File: config.mk
export PLATFORM = sky130hd
export DESIGN_NAME = pcm_engine_arbiter
export DESIGN_NICKNAME = d
export VERILOG_FILES = /design/src/rtl/pcm_engine_arbiter.sv
export SDC_FILE = /design/constraint.sdc
export NUM_CORES = 1
export LEC_CHECK = 0
export BUFFER_PORTS_ARGS = -buffer_cell sky130_fd_sc_hd__buf_2
export CAP_MARGIN = 20
export CORE_MARGIN = 2
export CORE_UTILIZATION = 50
export DETAILED_ROUTE_END_ITERATION = 16
export GPL_ROUTABILITY_DRIVEN = 1
export GPL_TIMING_DRIVEN = 1
export PLACE_DENSITY = 0.82
export SYNTH_ARGS = -nofsm -noshare
export SYNTH_HDL_FRONTEND = slang
export SYNTH_SLANG_ARGS = --single-unit
File: constraint.sdc
create_clock -name clk_fast -period 2.1 [get_ports clk_fast]
set_clock_uncertainty 0.2 [all_clocks]
set_input_delay 0.315 -clock clk_fast [delete_from_list [all_inputs] [get_ports clk_fast]]
set_output_delay 0.315 -clock clk_fast [all_outputs]
set_load 0.01 [all_outputs]
File: src/rtl/pcm_engine_arbiter.sv
// pcm_engine_arbiter: round-robin share of one PCM engine between two single-slot requesters
// Build option: define PCM_ARB_TIMEOUT_EN to enable the WAIT watchdog (TIMEOUT cycles).
// Ports:
//   clk_fast              sole clock
//   rst                   synchronous active-high reset
//   req0_valid/req0_data  channel 0 sample pulse and data
//   req1_valid/req1_data  channel 1 sample pulse and data
//   eng_start             one-cycle engine launch pulse
//   eng_data/eng_chan     sample and owner, held for the whole transaction
//   eng_done/eng_result   engine completion pulse and result
//   res0_valid/res1_valid per-channel result pulse
//   res_data              registered result, held until the next result
//   ovf                   sticky per-channel slot overflow flags
//   timeout               one-cycle abort pulse (watchdog builds only)
//   busy                  high whenever the FSM is not IDLE
module pcm_engine_arbiter #(
    parameter int DATA_W  = 16,
    parameter int TIMEOUT = 255
) (
    input  logic              clk_fast,
    input  logic              rst,
    input  logic              req0_valid,
    input  logic [DATA_W-1:0] req0_data,
    input  logic              req1_valid,
    input  logic [DATA_W-1:0] req1_data,
    output logic              eng_start,
    output logic [DATA_W-1:0] eng_data,
    output logic              eng_chan,
    input  logic              eng_done,
    input  logic [DATA_W-1:0] eng_result,
    output logic              res0_valid,
    output logic              res1_valid,
    output logic [DATA_W-1:0] res_data,
    output logic [1:0]        ovf,
    output logic              timeout,
    output logic              busy
);
    typedef enum logic [1:0] {IDLE, ISSUE, WAIT} state_t;

    state_t            state, state_nx;
    logic              pend0, pend1, last_grant;
    logic [DATA_W-1:0] slot0, slot1;
    logic              grant0, grant1, done_ok, expire;

    if (TIMEOUT < 1 || TIMEOUT > 65535) begin : g_bad_timeout
        $error("pcm_engine_arbiter: TIMEOUT must be 1..65535");
    end

    always_ff @(posedge clk_fast) begin
        if (rst) state <= IDLE;
        else     state <= state_nx;
    end

    // Ties go to the channel that did not win last time.
    always_comb begin
        grant0   = (state == IDLE) && pend0 && (!pend1 || last_grant);
        grant1   = (state == IDLE) && pend1 && (!pend0 || !last_grant);
        done_ok  = (state == WAIT) && eng_done;
        state_nx = (state == IDLE)  ? ((grant0 || grant1) ? ISSUE : IDLE) :
                   (state == ISSUE) ? WAIT :
                   (done_ok || expire) ? IDLE : WAIT;
    end

    assign eng_start = (state == ISSUE);
    assign busy      = (state != IDLE);

    // A request landing in the grant cycle refills the slot instead of overflowing it.
    always_ff @(posedge clk_fast) begin
        if (rst) begin
            pend0      <= 1'b0;
            pend1      <= 1'b0;
            slot0      <= '0;
            slot1      <= '0;
            last_grant <= 1'b1;
            eng_data   <= '0;
            eng_chan   <= 1'b0;
            res0_valid <= 1'b0;
            res1_valid <= 1'b0;
            res_data   <= '0;
            ovf        <= 2'b00;
        end else begin
            pend0      <= req0_valid || (pend0 && !grant0);
            pend1      <= req1_valid || (pend1 && !grant1);
            slot0      <= req0_valid ? req0_data : slot0;
            slot1      <= req1_valid ? req1_data : slot1;
            ovf[0]     <= ovf[0] || (req0_valid && pend0 && !grant0);
            ovf[1]     <= ovf[1] || (req1_valid && pend1 && !grant1);
            if (grant0 || grant1) begin
                eng_data   <= grant1 ? slot1 : slot0;
                eng_chan   <= grant1;
                last_grant <= grant1;
            end
            res0_valid <= done_ok && !eng_chan;
            res1_valid <= done_ok && eng_chan;
            if (done_ok) res_data <= eng_result;
        end
    end

`ifdef PCM_ARB_TIMEOUT_EN
    logic [15:0] wd_cnt;

    // Counter is 0 in the first WAIT cycle, so expiry after TIMEOUT WAIT cycles; done wins a tie.
    assign expire = (state == WAIT) && !eng_done && (wd_cnt == 16'(TIMEOUT - 1));

    always_ff @(posedge clk_fast) begin
        if (rst) begin
            wd_cnt  <= '0;
            timeout <= 1'b0;
        end else begin
            wd_cnt  <= (state == WAIT) ? wd_cnt + 16'd1 : '0;
            timeout <= expire;
        end
    end
`else
    assign expire  = 1'b0;
    assign timeout = 1'b0;
`endif
endmodule

# == After elaboration in Yosys (flattened, before gate mapping) ==
# Index checks and enable logic that the tools add are counted.
# totals
word_cells,47
output_inout_bits,40
regBits,74
inputBits,53
# op_classes
mux,5
n_reduce_logical,28
n_eq_ne,2
# op_table
cell,count
$mux W16,1
$logic_and A1 B1 Y1,13
$logic_or A1 B1 Y1,7
$logic_not A1 Y1,6
$mux W2,3
$eq A2 B1 Y1 const B,1
$eq A2 B2 Y1 const B,1
$logic_not A2 Y1,1
$reduce_bool A2 Y1,1
$mux W1,1

# == Longest topological paths before layout ==
# logic_depth
depth_word,6
ltp_mapped,6
mapped_depth_nobuf,4

# == Least setup slack after synthesis ==
# OpenSTA, ideal clock, no wires.
# synth_timing
path_kind,register to register
from,reg state[0]
to,reg pend1
arrival_ns,1.257
synth_period_minus_slack_ns,1.589
t_required_ns,1.768
path_stages_with_launch,7
slack_ns,0.511
n_path_buf,3
setup_ns,0.132
cell_sequence,dfxtp_1 -> buf_6 -> or3b_1 -> buf_2 -> buf_6 -> o21ai_2 -> a21oi_1
# synth_between
elab_chain_len,6
# synth_rtl
item,line_no,text
start: declaration,40,"state_t state, state_nx;"
start signal: assignment,51,else state <= state_nx;
$logic_not A2 Y1,57,grant1 = (state == IDLE) && pend1 && (!pend0 || !last_grant);
$logic_and A1 B1 Y1 (2 in a row),57,
$logic_not A1 Y1,83,pend1 <= req1_valid || (pend1 && !grant1);
$logic_and A1 B1 Y1,83,
$logic_or A1 B1 Y1,83,
end signal: assignment,83,
end: declaration,41,"logic pend0, pend1, last_grant;"
# No other way between the ends.
# A chain may end at the register's enable or synchronous reset.

# == Worst setup path in the final report ==
# layout_timing
from,reg state[0]
to,out busy
# layout_between
elab_chain_len,1
# layout_rtl
item,line_no,text
$reduce_bool A2 Y1,65,assign busy = (state != IDLE);
end: declaration,36,output logic busy
# No other way between the ends.

==> impl_metrics.py <==
metrics = {
    "clock_tree": {
        "cts_buffers": 9,
        "root_buffer": "clkbuf_8",
        "cts_tree": "built",
        "clock_sinks": 74,
        "h-tree-depth": 3,
        "clk_latency_ps": 330,
        "clockBufferDepth": 2,
        "clk_pin_slew_ps": 70,
    },
    "sta": {
        "tightest_slew_ps": 802.6,
        "slew_violations": 0,
        "fin_hold_ws_ps": 11.62,
        "fin_crit_ps": 1838,
        "rsz0062_at_grt": "false",
        "finalHoldViolCount": 0,
        "setup-tns-final_ps": 0,
        "period_share_pct": 87.55,
        "max_freq_ghz": 0.5439,
        "setup_viol": 0,
        "relSlewSlack_pct": 46.32,
    },
    "detailed_routing": {
        "drt-initial-drc-count": 165,
        "viasPerCell": 5.448,
        "routed_wl_um": 6802,
        "vias": 2457,
        "wire_per_inst_um": 15.08,
        "drc": 0,
        "firstDrtPassIters": 5,
        "antenna_left": 0,
    },
    "power_and_ir_drop": {
        "clock_power_share_pct": 39.6,
        "power_frac_seq_pct": 46.3,
        "power_switching_w": 0.0008215,
        "leakage_nw": 1.681,
        "ir_drop_mv": 0.5477,
        "internal_power_w": 0.002574,
        "powerDensity_mw_per_mm2": 919.0,
        "total_power_w": 0.003396,
        "pwr-share-comb_pct": 14.2,
        "p_sw_share_pct": 24.19,
    },
    "worst_setup_path": {
        "cp_max_fo": 10,
        "max_stage_delay_ps": 410,
        "r2r_slack_ps": 320,
        "reg2regPathDepth": 3,
        "slowest_stage": "dfxtp_1",
        "critPathKind": "reg -> out",
        "arrival_ps": 1320,
        "path_cells": "nor2_4 > inv_1 > buf_2",
        "cp_num_buf_inv": 2,
        "end_kind": "primary output",
        "cp.required_ps": 1580,
        "startpoint_type": "flip-flop",
        "r2r-start": "state[0]",
        "crit_cells": 3,
        "cp-startpoint": "state[0]",
        "critPathTopFamily": "flip-flops",
    },
    "synth": {
        "ys_ff_latch": 74,
        "mappedNetlistNets": 332,
        "netlist_area_mm2": 0.002869,
        "synth-main-ff-cell": "dfxtp_1",
        "ys_async_sr_fraction_pct": 0,
        "yosys_warnings": 0,
        "syn_inst": 279,
        "seq_area_frac_synth_pct": 51.64,
        "syn_area_per_cell_um2": 10.28,
        "synth-edff-count": 0,
        "synth_cell_types": 37,
    },
    "final_layout": {
        "antenna_cells": 0,
        "area.growth.synth_to_final_pct": 28.78,
        "multiInputGateArea_mm2": 0.001212,
        "drive_gt1_share_pct": 31.93,
        "n_fill_cell": 456,
        "register_area_mm2": 0.001481,
        "fin_nets": 427,
    },
    "grt": {
        "grt_pass1_vias": 2257,
        "antenna_found_initial": 0,
        "grt_overflow": 0,
        "grt_pass1_wl_um": 10740,
        "grt_start_max_net_pins": 58,
        "grt_usage_pct": 21.98,
    },
    "run_status": {
        "outcome": "finished clean",
    },
    "place": {
        "dp_hpwl_um": 4273,
        "gp_congestion": 0.7627,
        "io_buffer_count": 91,
    },
    "hold_path": {
        "hp-start": "req0_data[1]",
        "min_path_cells": 3,
        "hold_class": "in -> reg",
    },
    "floorplanning": {
        "die_height_um": 79.75,
        "num_rows": 27,
        "coreArea_mm2": 0.005540,
        "start_util_pct": 51.78,
        "die_w_um": 79.75,
        "io_pins": 93,
        "die_area_mm2": 0.006360,
    },
    "job": {
        "max_cap_viol_count": 0,
    },
}
## layout make-up
class | count | area share, %
clock buffers | 11 | 4.098
clock inverters | 5 | 2.709
inverters | 5 | 0.5080
multi-input cells | 173 | 32.81
flip-flops and latches | 74 | 40.09
well taps | 72 | 2.438
repair buffers | 111 | 17.34
## final timing paths
check | endpoint
setup / recovery | busy
hold / removal | slot0[1]
setup reg to reg | res_data[4]
hold reg to reg | ovf[0]
## cells in the mapped netlist (all sizes together), types with 2 or more instances
cell | instances | area share, %
dfxtp | 74 | 52
a22o | 16 | 4.9
mux2i | 32 | 11
a21oi | 19 | 3.3
inv | 5 | 0.65
or3b | 2 | 0.61
a311oi | 16 | 4.9
nand3b | 16 | 4.2
nor3b | 2 | 0.92
o21ai | 18 | 3.3
buf | 17 | 4.3
nor2 | 36 | 4.8
clkbuf | 10 | 1.3
and2 | 4 | 1.0
## what timing repair did
action                                  4_1_cts  5_1_grt
buffers inserted                              0        0
hold buffers                                 13        1
gates resized for setup                       0        1
endpoints found under the setup margin        0        1
endpoints found under the hold margin        13        1
## per-layer routing
layer,GRT usage (%),up-vias,part of all wire [%]
met5,0,-,0
li1,-,1194,-
met4,9.831,0,1.6
met3,5.769,13,8.9
met2,37.06,114,47
met1,26.25,1136,43
## metrics by stage
stage / area [µm²] / cells / setup WS [ps] / util, %
3_3_place_gp: 3298 / 421 / 469.1 / 59.53
6_report: 3695 / 451 / 261.5 / 66.69
2_1_floorplan: 2869 / 279 / 511.2 / -
3_5_place_dp: 3298 / 421 / 390.5 / 59.53
4_1_cts: 3680 / 450 / 104.9 / 66.42
5_1_grt: 3695 / 451 / 141.0 / 66.69
## cells by family after synthesis
family | after synthesis | synth area share, %
other cells | 1 | 0.1307
mux | 32 | 11.16
compound gates | 74 | 17.92
simple gates | 66 | 12.87
buf+inv | 32 | 6.280
flops | 74 | 51.64
## layout by cell type, fill, tap and decap left out, types with 2 or more instances in the layout
cell	netlist	routed
a21oi_1	19	19
a22o_1	16	16
a311oi_1	16	16
and2_1	2	2
buf_2	9	91
buf_4	2	6
bufinv_16	0	3
clkbuf_8	0	11
clkinv_2	0	2
dfxtp_1	74	74
dlygate4sd3_1	0	14
inv_1	5	5
mux2i_1	32	32
nand3b_1	16	16
nor2_1	35	35
o21ai_0	10	10
o21ai_1	7	7
## sequential cells by signal (all words and copies together) (netlist names)
name,flops
eng_chan,1
eng_data,16
last_grant,1
ovf,2
pend0,1
pend1,1
res0_valid,1
res1_valid,1
res_data,16
slot0,16
slot1,16
state,2
## power groups by stage
stage	Clock (W)	Sequential [W]	Combinational (W)
after floorplan	0	0.00160	0.000301
after global placement	0	0.00160	0.000447
after detailed placement	0	0.00160	0.000457
after CTS	0.00137	0.00157	0.000479
after global routing	0.00143	0.00158	0.000535
final	0.00134	0.00157	0.000481
## worst min-delay path, delay by kind of cell
| kind | cells | cell delay (ps) |
|---|---|---|
| muxes | 1 | 50 |
| buffers and inverters | 1 | 70 |
| and+or+nand+nor | 1 | 70 |
Power figures use the tool's default switching activity.
